$ cat src/rtl/counter_bcd_mux.sv
// Multi-digit BCD up/down counter with prescaled step, parallel load, wrap pulse,
// and a registered multiplexed seven-segment scan driver.

module counter_bcd_mux_digit (
  input  logic       up_i,
  input  logic       cin_i,
  input  logic [3:0] d_i,
  input  logic [3:0] lv_i,
  output logic [3:0] nxt_o,
  output logic       cout_o,
  output logic [3:0] sat_o
);
  always_comb begin
    nxt_o  = d_i;
    cout_o = 1'b0;
    if (cin_i) begin
      if (up_i) begin
        if (d_i >= 4'd9) begin
          nxt_o  = 4'd0;
          cout_o = 1'b1;
        end else begin
          nxt_o = d_i + 4'd1;
        end
      end else begin
        if (d_i == 4'd0) begin
          nxt_o  = 4'd9;
          cout_o = 1'b1;
        end else begin
          nxt_o = d_i - 4'd1;
        end
      end
    end
    sat_o = (lv_i > 4'd9) ? 4'd9 : lv_i;
  end
endmodule

module counter_bcd_mux #(
  parameter int DIGITS   = 2,
  parameter int TICK_DIV = 1000,
  parameter int SCAN_DIV = 1
) (
  input  logic                  clk1k,
  input  logic                  rst,
  input  logic                  en,
  input  logic                  up,
  input  logic                  load,
  input  logic [4*DIGITS-1:0]   load_val,
  output logic [4*DIGITS-1:0]   bcd,
  output logic                  carry,
  output logic [6:0]            seg,
  output logic [DIGITS-1:0]     dig
);
  localparam int PW = (TICK_DIV > 1) ? $clog2(TICK_DIV) : 1;
  localparam int SW = (SCAN_DIV > 1) ? $clog2(SCAN_DIV) : 1;
  localparam int IW = (DIGITS > 1) ? $clog2(DIGITS) : 1;
  localparam logic [6:0] GLYPH0 = 7'b0111111;

  logic [DIGITS-1:0][3:0] bcd_q, bcd_d, nxt, sat;
  logic [DIGITS:0]        cy;
  logic [PW-1:0]          p_q, p_d;
  logic [SW-1:0]          sc_q, sc_d;
  logic [IW-1:0]          idx_q, idx_d;
  logic                   carry_q, carry_d;
  logic [6:0]             seg_q, seg_d;
  logic [DIGITS-1:0]      dig_q, dig_d;
  logic                   step;

  // Ripple chain: digit 0 always sees a carry-in; the chain only commits on a step.
  assign cy[0] = 1'b1;
  for (genvar i = 0; i < DIGITS; i++) begin : g_dig
    counter_bcd_mux_digit u_dig (
      .up_i   (up),
      .cin_i  (cy[i]),
      .d_i    (bcd_q[i]),
      .lv_i   (load_val[4*i +: 4]),
      .nxt_o  (nxt[i]),
      .cout_o (cy[i+1]),
      .sat_o  (sat[i])
    );
  end

  function automatic logic [6:0] glyph(input logic [3:0] v);
    case (v)
      4'd0:    glyph = 7'b0111111;
      4'd1:    glyph = 7'b0000110;
      4'd2:    glyph = 7'b1011011;
      4'd3:    glyph = 7'b1001111;
      4'd4:    glyph = 7'b1100110;
      4'd5:    glyph = 7'b1101101;
      4'd6:    glyph = 7'b1111101;
      4'd7:    glyph = 7'b0000111;
      4'd8:    glyph = 7'b1111111;
      default: glyph = 7'b1101111;
    endcase
  endfunction

  always_comb begin
    p_d     = p_q;
    bcd_d   = bcd_q;
    carry_d = 1'b0;
    step    = en && (p_q == PW'(TICK_DIV - 1));
    if (load) begin
      bcd_d = sat;
      p_d   = '0;
    end else if (en) begin
      if (step) begin
        p_d     = '0;
        bcd_d   = nxt;
        carry_d = cy[DIGITS];
      end else begin
        p_d = p_q + PW'(1);
      end
    end
  end

  // Scan runs regardless of en/load; glyph is taken from the pre-update count.
  always_comb begin
    sc_d  = sc_q + SW'(1);
    idx_d = idx_q;
    if (sc_q == SW'(SCAN_DIV - 1)) begin
      sc_d  = '0;
      idx_d = (idx_q == IW'(DIGITS - 1)) ? '0 : idx_q + IW'(1);
    end
    seg_d = glyph(bcd_q[idx_d]);
    dig_d = DIGITS'(1) << idx_d;
  end

  always_ff @(posedge clk1k) begin
    if (rst) begin
      bcd_q   <= '0;
      p_q     <= '0;
      carry_q <= 1'b0;
      sc_q    <= '0;
      idx_q   <= '0;
      seg_q   <= GLYPH0;
      dig_q   <= DIGITS'(1);
    end else begin
      bcd_q   <= bcd_d;
      p_q     <= p_d;
      carry_q <= carry_d;
      sc_q    <= sc_d;
      idx_q   <= idx_d;
      seg_q   <= seg_d;
      dig_q   <= dig_d;
    end
  end

  assign bcd   = bcd_q;
  assign carry = carry_q;
  assign seg   = seg_q;
  assign dig   = dig_q;
endmodule

$ cat config.mk
export PLATFORM = sky130hd
export DESIGN_NAME = counter_bcd_mux
export DESIGN_NICKNAME = d
export VERILOG_FILES = /design/src/rtl/counter_bcd_mux.sv
export SDC_FILE = /design/constraint.sdc
export NUM_CORES = 1
export LEC_CHECK = 0
export CORE_MARGIN = 2
export CORE_UTILIZATION = 30
export DETAILED_ROUTE_END_ITERATION = 10
export GPL_ROUTABILITY_DRIVEN = 0
export SYNTH_ARGS = -nofsm -noshare
export SYNTH_HDL_FRONTEND = slang
export SYNTH_SLANG_ARGS = --single-unit
$ cat constraint.sdc
create_clock -name clk1k -period 2.4 [get_ports clk1k]
set_clock_uncertainty 0.15 [all_clocks]
set_input_delay 0.36 -clock clk1k [delete_from_list [all_inputs] [get_ports clk1k]]
set_output_delay 0.36 -clock clk1k [all_outputs]
set_load 0.01 [all_outputs]
==> reports/metrics.csv, run 1 <==
metric,value,unit
worst path cell trace,clkdlybuf4s50_1,
"FF+latch count, synth",29,
slowest CP cell,dfxtp_1,
largest net degree at the start of global routing,18,
die footprint,6620,um^2
Max Clock Freq,476,MHz
Crit Path Class,reg -> out,
RSZ-0062 raised after global routing,false,
slew margin rel.,63.2,%
Die Ht,81.4,um
DR WL met3,182,um
Syn Inst Count,211,
final instance area,2350,um^2
CTS buffer count,5,
Crit path required time,1.89,ns
Critical Path Max Stage Delay,0.67,ns
Pins Over Slew Limit,0,
Syn Area/Cell,8.51,um^2
worst slew pin tran,0.551,ns
vias in the first global route,1463,
footprint of the multi-input gates,1110,um^2
DRT met1 WL,1910,um
r2r setup slk,0.32,ns
hold path depth,2,
hold_buf cts,0,
Setup Viol. Count Final,0,
Longest Clk Path Bufs,2,
dpl ws,0.182,ns
die width,81.4,um
Hold Path Sink,p_q[8]$_SDFFE_PP0P_,
hold_sp,p_q[8]$_SDFFE_PP0P_,
RR Startpoint,bcd[4]$_SDFFE_PP0P_,
storage element area,581,um^2
Post-Syn Nets,237,
dominant synthesized flop cell,dfxtp_1,
drt pass-1 iters,4,
Post-Syn Area,1800,um^2
most frequent cells in the layout,"30 x clkdlybuf4s50_1, 29 x dfxtp_1, 22 x nor2_1, 16 x a21oi_1, 16 x nand2_1",
Leakage,0.886,nW
Tcrit/Tclk final,87.5,%
Post-synth EDFFs,0,
area post-placement,2230,um^2
routed wl met2,1990,um
asr flop ratio synth,0,%
"commonest non-fill, non-tap cell in the layout",clkdlybuf4s50_1,
Power Density,568,nW/um^2
CP arrival,1.59,ns
layout cells sized above 1,11.1,%
synth unique cells,53,
Initial Util,30.7,%
worst hold path class,reg -> reg,
post-layout util,40.2,%
PortBufs,30,
post-CTS sizing,0,
Max Cap Violations,0,
Reg2Reg Depth,7,
setup_tns,0,ns
Critical Path Start Type,flip-flop,
Final nets,277,
All-Layer GR Usage,13.5,%
uppermost routed layer,met4,
CTS sink count,29,
Antenna Violating Nets Remaining,0,
Ys Warns,0,
min setup slack post-route,0.299,ns
Buf/Inv on CP,1,
"critical path fanouts, max",14,
I/O pins,31,
DP Wirelength,3160,um
Core Footprint,5850,um^2
"Hold Vio Cnt, Final",0,
Post-CTS Setup Repair Bufs,0,
routed len/inst,12.7,um
CTS tree,yes,
Fill cells,585,
register area share after synthesis,32.3,%
Critical Path Sink Type,output port,
"delay-heaviest family, CP",flip-flops,
initial antenna violation count,0,
clock latency on the worst-skew pair,0.28,ns
vias per inst,4.99,
Min Hold Slack,0.375,ns
root buf cell,clkbuf_8,
H-tree levels,2,
grt ovf,0,
Reg2Reg Capture Point,bcd[6]$_SDFFE_PP0P_,
Inserted Diodes,0,
DRT iter0 DRCs,90,
Rows,28,
Area Growth Syn to Fin,30.9,%
final wirelength,4160,um
Max VDD drop,0.000267,V
vias,1631,
first-pass GRT wire length,6820,um
DRC viols,0,
status,"finished, final reports clean",
Worst-path clk slew,0.06,ns
min Tclk post-route,2.10,ns
[synth_stat cells, types with 2 or more instances]
master / instances / area [um^2]
dfxtp_1: 29 / 581
nor2_1: 22 / 82.6
a21oi_1: 16 / 80.1
nand2_1: 16 / 60.1
inv_1: 14 / 52.6
ha_1: 13 / 163
o21ai_0: 8 / 40.0
nand4_1: 6 / 37.5
xnor2_1: 6 / 52.6
clkbuf_1: 5 / 18.8
nand2b_1: 5 / 31.3
nor3_1: 5 / 25.0
a31oi_1: 4 / 25.0
mux2i_1: 4 / 40.0
o31ai_1: 4 / 30.0
buf_2: 3 / 15.0
nand3_1: 3 / 15.0
xor2_1: 3 / 26.3
a211oi_1: 2 / 15.0
a21o_1: 2 / 15.0
a22o_1: 2 / 17.5
and3_1: 2 / 12.5
nand3b_1: 2 / 15.0
nor2b_1: 2 / 12.5
nor4b_1: 2 / 17.5
o21a_1: 2 / 15.0
o21bai_1: 2 / 15.0
or3b_4: 2 / 22.5
[routing by layer]
metal  GRT usage, %  vias to the layer above
li1               -                      826
met1           16.7                      761
met2           22.3                       36
met3           3.22                        8
met4           5.76                        0
met5              0                        -
[final cells by class]
class | instances | area share (%)
multi-input cells | 158 | 47.2
flip-flops and latches | 29 | 24.7
repair buffers | 43 | 16.9
well taps | 75 | 3.99
clock buffers | 7 | 3.67
inverters | 14 | 2.24
clock inverters | 1 | 1.28
[sequential cells by signal, indices dropped and copies added, names as in the netlist]
name,flops
p_q,10
bcd,8
seg,7
carry,1
dig,1
idx_q,1
sc_q,1
[per-stage QoR]
step	power, mW	std cells
after global placement	0.820	319
after global routing	1.41	327
after floorplan	0.707	211
after detailed placement	0.822	319
after CTS	1.35	327
final	1.33	327
[power breakdown]
group | internal [mW] | switching, mW | total [mW] | leakage, nW
clock network | 0.338 | 0.185 | 0.523 | 0.0585
logic | 0.144 | 0.141 | 0.285 | 0.590
registers | 0.505 | 0.0212 | 0.526 | 0.237
total | 0.987 | 0.347 | 1.33 | 0.886
[logic make-up (layout without fill, tap and decap cells)]
family	after synthesis	count (layout)	share of synthesized area [%]
AND/OR/NAND/NOR	76	76	22.9
flip-flops	29	29	32.3
buffers and inverters	24	65	5.85
multiplexers	4	4	2.23
other	1	1	0.209
adder cells (fa/ha/maj)	13	13	9.06
AO/OA/AOI/OAI	54	54	22.2
XOR/XNOR	10	10	5.30
[worst max path at each step]
stage,cells past startpoint,to,startpoint
2_1_floorplan,7,bcd[6]$_SDFFE_PP0P_,bcd[0]$_SDFFE_PP0P_
3_3_place_gp,7,bcd[6]$_SDFFE_PP0P_,up
3_5_place_dp,7,bcd[6]$_SDFFE_PP0P_,up
4_1_cts,1,bcd[3],bcd[3]$_SDFFE_PP0P_
5_1_grt,7,bcd[6]$_SDFFE_PP0P_,bcd[4]$_SDFFE_PP0P_
6_report,1,bcd[3],bcd[3]$_SDFFE_PP0P_
Power figures use the tool's default switching activity.
==> run 2: changes to the inputs <==
--- a/config.mk
+++ b/config.mk
@@ -6,9 +6,11 @@
 export NUM_CORES = 1
 export LEC_CHECK = 0
 export CORE_MARGIN = 2
-export CORE_UTILIZATION = 30
+export CORE_UTILIZATION = 53
 export DETAILED_ROUTE_END_ITERATION = 10
 export GPL_ROUTABILITY_DRIVEN = 0
+export PLACE_DENSITY = 0.8
 export SYNTH_ARGS = -nofsm -noshare
 export SYNTH_HDL_FRONTEND = slang
 export SYNTH_SLANG_ARGS = --single-unit
+export TNS_END_PERCENT = 1
==> run 2 against run 1 <==
  * First-iteration DRC count rose by 6.7%
  * Sequential power barely moved
  * Worst setup slack got worse by 0.11 ns
  * Non-clock buffer count did not move
  * Design area fell by 2.9%
  * Cell count fell by 8.9%
  * Via count rose by 3.4%
  * Die area fell by 42%
  * Sequential share of layout area rose by 0.73 points
  * Clock-buffer cell count did not move
  * Critical path depth rose by 6
==> reports/metrics.csv, run 2 (synthesis gave the netlist of run 1 again) <==
metric,value,unit
status,"finished, final reports clean",
Largest Register,p_q,
Core Footprint,3280,um^2
vias per inst,5.66,
met1 usage,27.3,%
largest net degree at the start of global routing,18,
CTS sink count,29,
die footprint,3870,um^2
most crowded layer after global routing,met2,
min setup slack post-route,0.190,ns
routed len/inst,13.5,um
Final nets,277,
"critical path fanouts, max",9,
PortBufs,30,
Buf/Inv on CP,1,
Pins Over Slew Limit,0,
final wirelength,4030,um
All-Layer GR Usage,22.7,%
Crit path required time,2.50,ns
Leakage,0.873,nW
H-tree levels,2,
"Hold Vio Cnt, Final",0,
CTS buffer count,5,
Tot Pwr,1.24,mW
root buf cell,clkbuf_4,
die width,62.2,um
worst slew pin tran,0.507,ns
slew margin rel.,65.2,%
Initial Util,54.7,%
Critical Path Start Type,flip-flop,
Max VDD drop,0.000375,V
Rows,21,
CP arrival,2.31,ns
RR Startpoint,bcd[4]$_SDFFE_PP0P_,
Critical Path Sink Type,flip-flop,
drt pass-1 iters,4,
Max Cap Violations,0,
max reg flops,10,
Reg2Reg Depth,7,
dpl ws,0.101,ns
Longest Clk Path Bufs,2,
Antenna Violating Nets Remaining,0,
grt ovf,0,
Critical Path Max Stage Delay,0.43,ns
min Tclk post-route,2.21,ns
Tcrit/Tclk final,92.1,%
met2 usage,40.1,%
DRC viols,0,
RSZ-0062 raised after global routing,false,
Setup Viol. Count Final,0,
Crit Path Class,reg -> reg,
DRT iter0 DRCs,96,
vias in the first global route,1629,
Reg2Reg Capture Point,bcd[6]$_SDFFE_PP0P_,
"delay-heaviest family, CP",compound AO/OA/AOI/OAI gates,
I/O pins,31,
layout cells sized above 1,11.1,%
worst path cell trace,inv_1 -> ha_1 -> or3b_1 -> a21oi_1 -> a221o_1 -> nand2_1 -> o31ai_1,
clock latency on the worst-skew pair,0.33,ns
hold_buf cts,0,
hold_sp,p_q[1]$_SDFFE_PP0P_,
Worst-path clk slew,0.10,ns
initial antenna violation count,0,
Power Density,542,nW/um^2
Min Hold Slack,0.375,ns
Area Growth Syn to Fin,27.2,%
r2r setup slk,0.19,ns
vias,1686,
post-CTS sizing,0,
Max Clock Freq,453,MHz
"commonest non-fill, non-tap cell in the layout",clkdlybuf4s50_1,
first-pass GRT wire length,7160,um
worst hold path class,reg -> reg,
DP Wirelength,3020,um
Post-CTS Setup Repair Bufs,0,
CTS tree,yes,
most frequent cells in the layout,"30 x clkdlybuf4s50_1, 29 x dfxtp_1, 22 x nor2_1, 16 x a21oi_1, 16 x nand2_1",
grt met3 use,3.99,%
Die Ht,62.2,um
hold path depth,2,
Hold Path Sink,p_q[1]$_SDFFE_PP0P_,
slowest CP cell,dfxtp_1,
setup_tns,0,ns
Inserted Diodes,0,
[run 2: cell counts in the layout (fill, tap and decap cells not counted)]
Identical to the previous run, type by type.
[run 2: area by class of cell]
type | instances | area, um^2
Multi-Input combinational cell | 158 | 1110
Fill cell | 278 | 1000
Sequential cell | 29 | 581
Timing Repair Buffer | 43 | 398
Tap cell | 46 | 57.6
Clock buffer | 7 | 55.1
Inverter | 14 | 52.6
Clock inverter | 1 | 30.0
[run 2: per-stage QoR]
step | instances | cell area, um^2 | utilization [%]
after detailed placement | 290 | 2200 | 66.9
after global placement | 290 | 2200 | 66.9
after global routing | 298 | 2280 | 69.5
after CTS | 298 | 2280 | 69.5
after floorplan | 211 | 1800 | -
final | 298 | 2280 | 69.5
[run 2: worst max-delay path by stage]
stage | startpoint | end | slack, ns | cells after the start
after floorplan | bcd[0]$_SDFFE_PP0P_ | bcd[6]$_SDFFE_PP0P_ | 0.34 | 7
after global placement | en | bcd[6]$_SDFFE_PP0P_ | 0.13 | 6
after detailed placement | en | bcd[6]$_SDFFE_PP0P_ | 0.10 | 6
after CTS | bcd[4]$_SDFFE_PP0P_ | bcd[6]$_SDFFE_PP0P_ | 0.20 | 7
after global routing | bcd[4]$_SDFFE_PP0P_ | bcd[6]$_SDFFE_PP0P_ | 0.07 | 7
final | bcd[4]$_SDFFE_PP0P_ | bcd[6]$_SDFFE_PP0P_ | 0.19 | 7
[run 2: where the power goes]
group          internal, mW  switching, mW  total (mW)
combinational         0.144          0.143       0.287
clock                 0.249          0.175       0.424
sequential            0.505         0.0211       0.526
[run 2: routing by layer]
layer	routed length, um	share of wire [%]
met4	69	1.7
met3	185	4.6
met5	0	0
met1	1740	43
met2	2040	51
[run 2: worst min-delay path, cell delays in order (launching register included)]
cell and delay (ns):
dfxtp_1 0.35, nand2b_1 0.08, a21oi_1 0.06
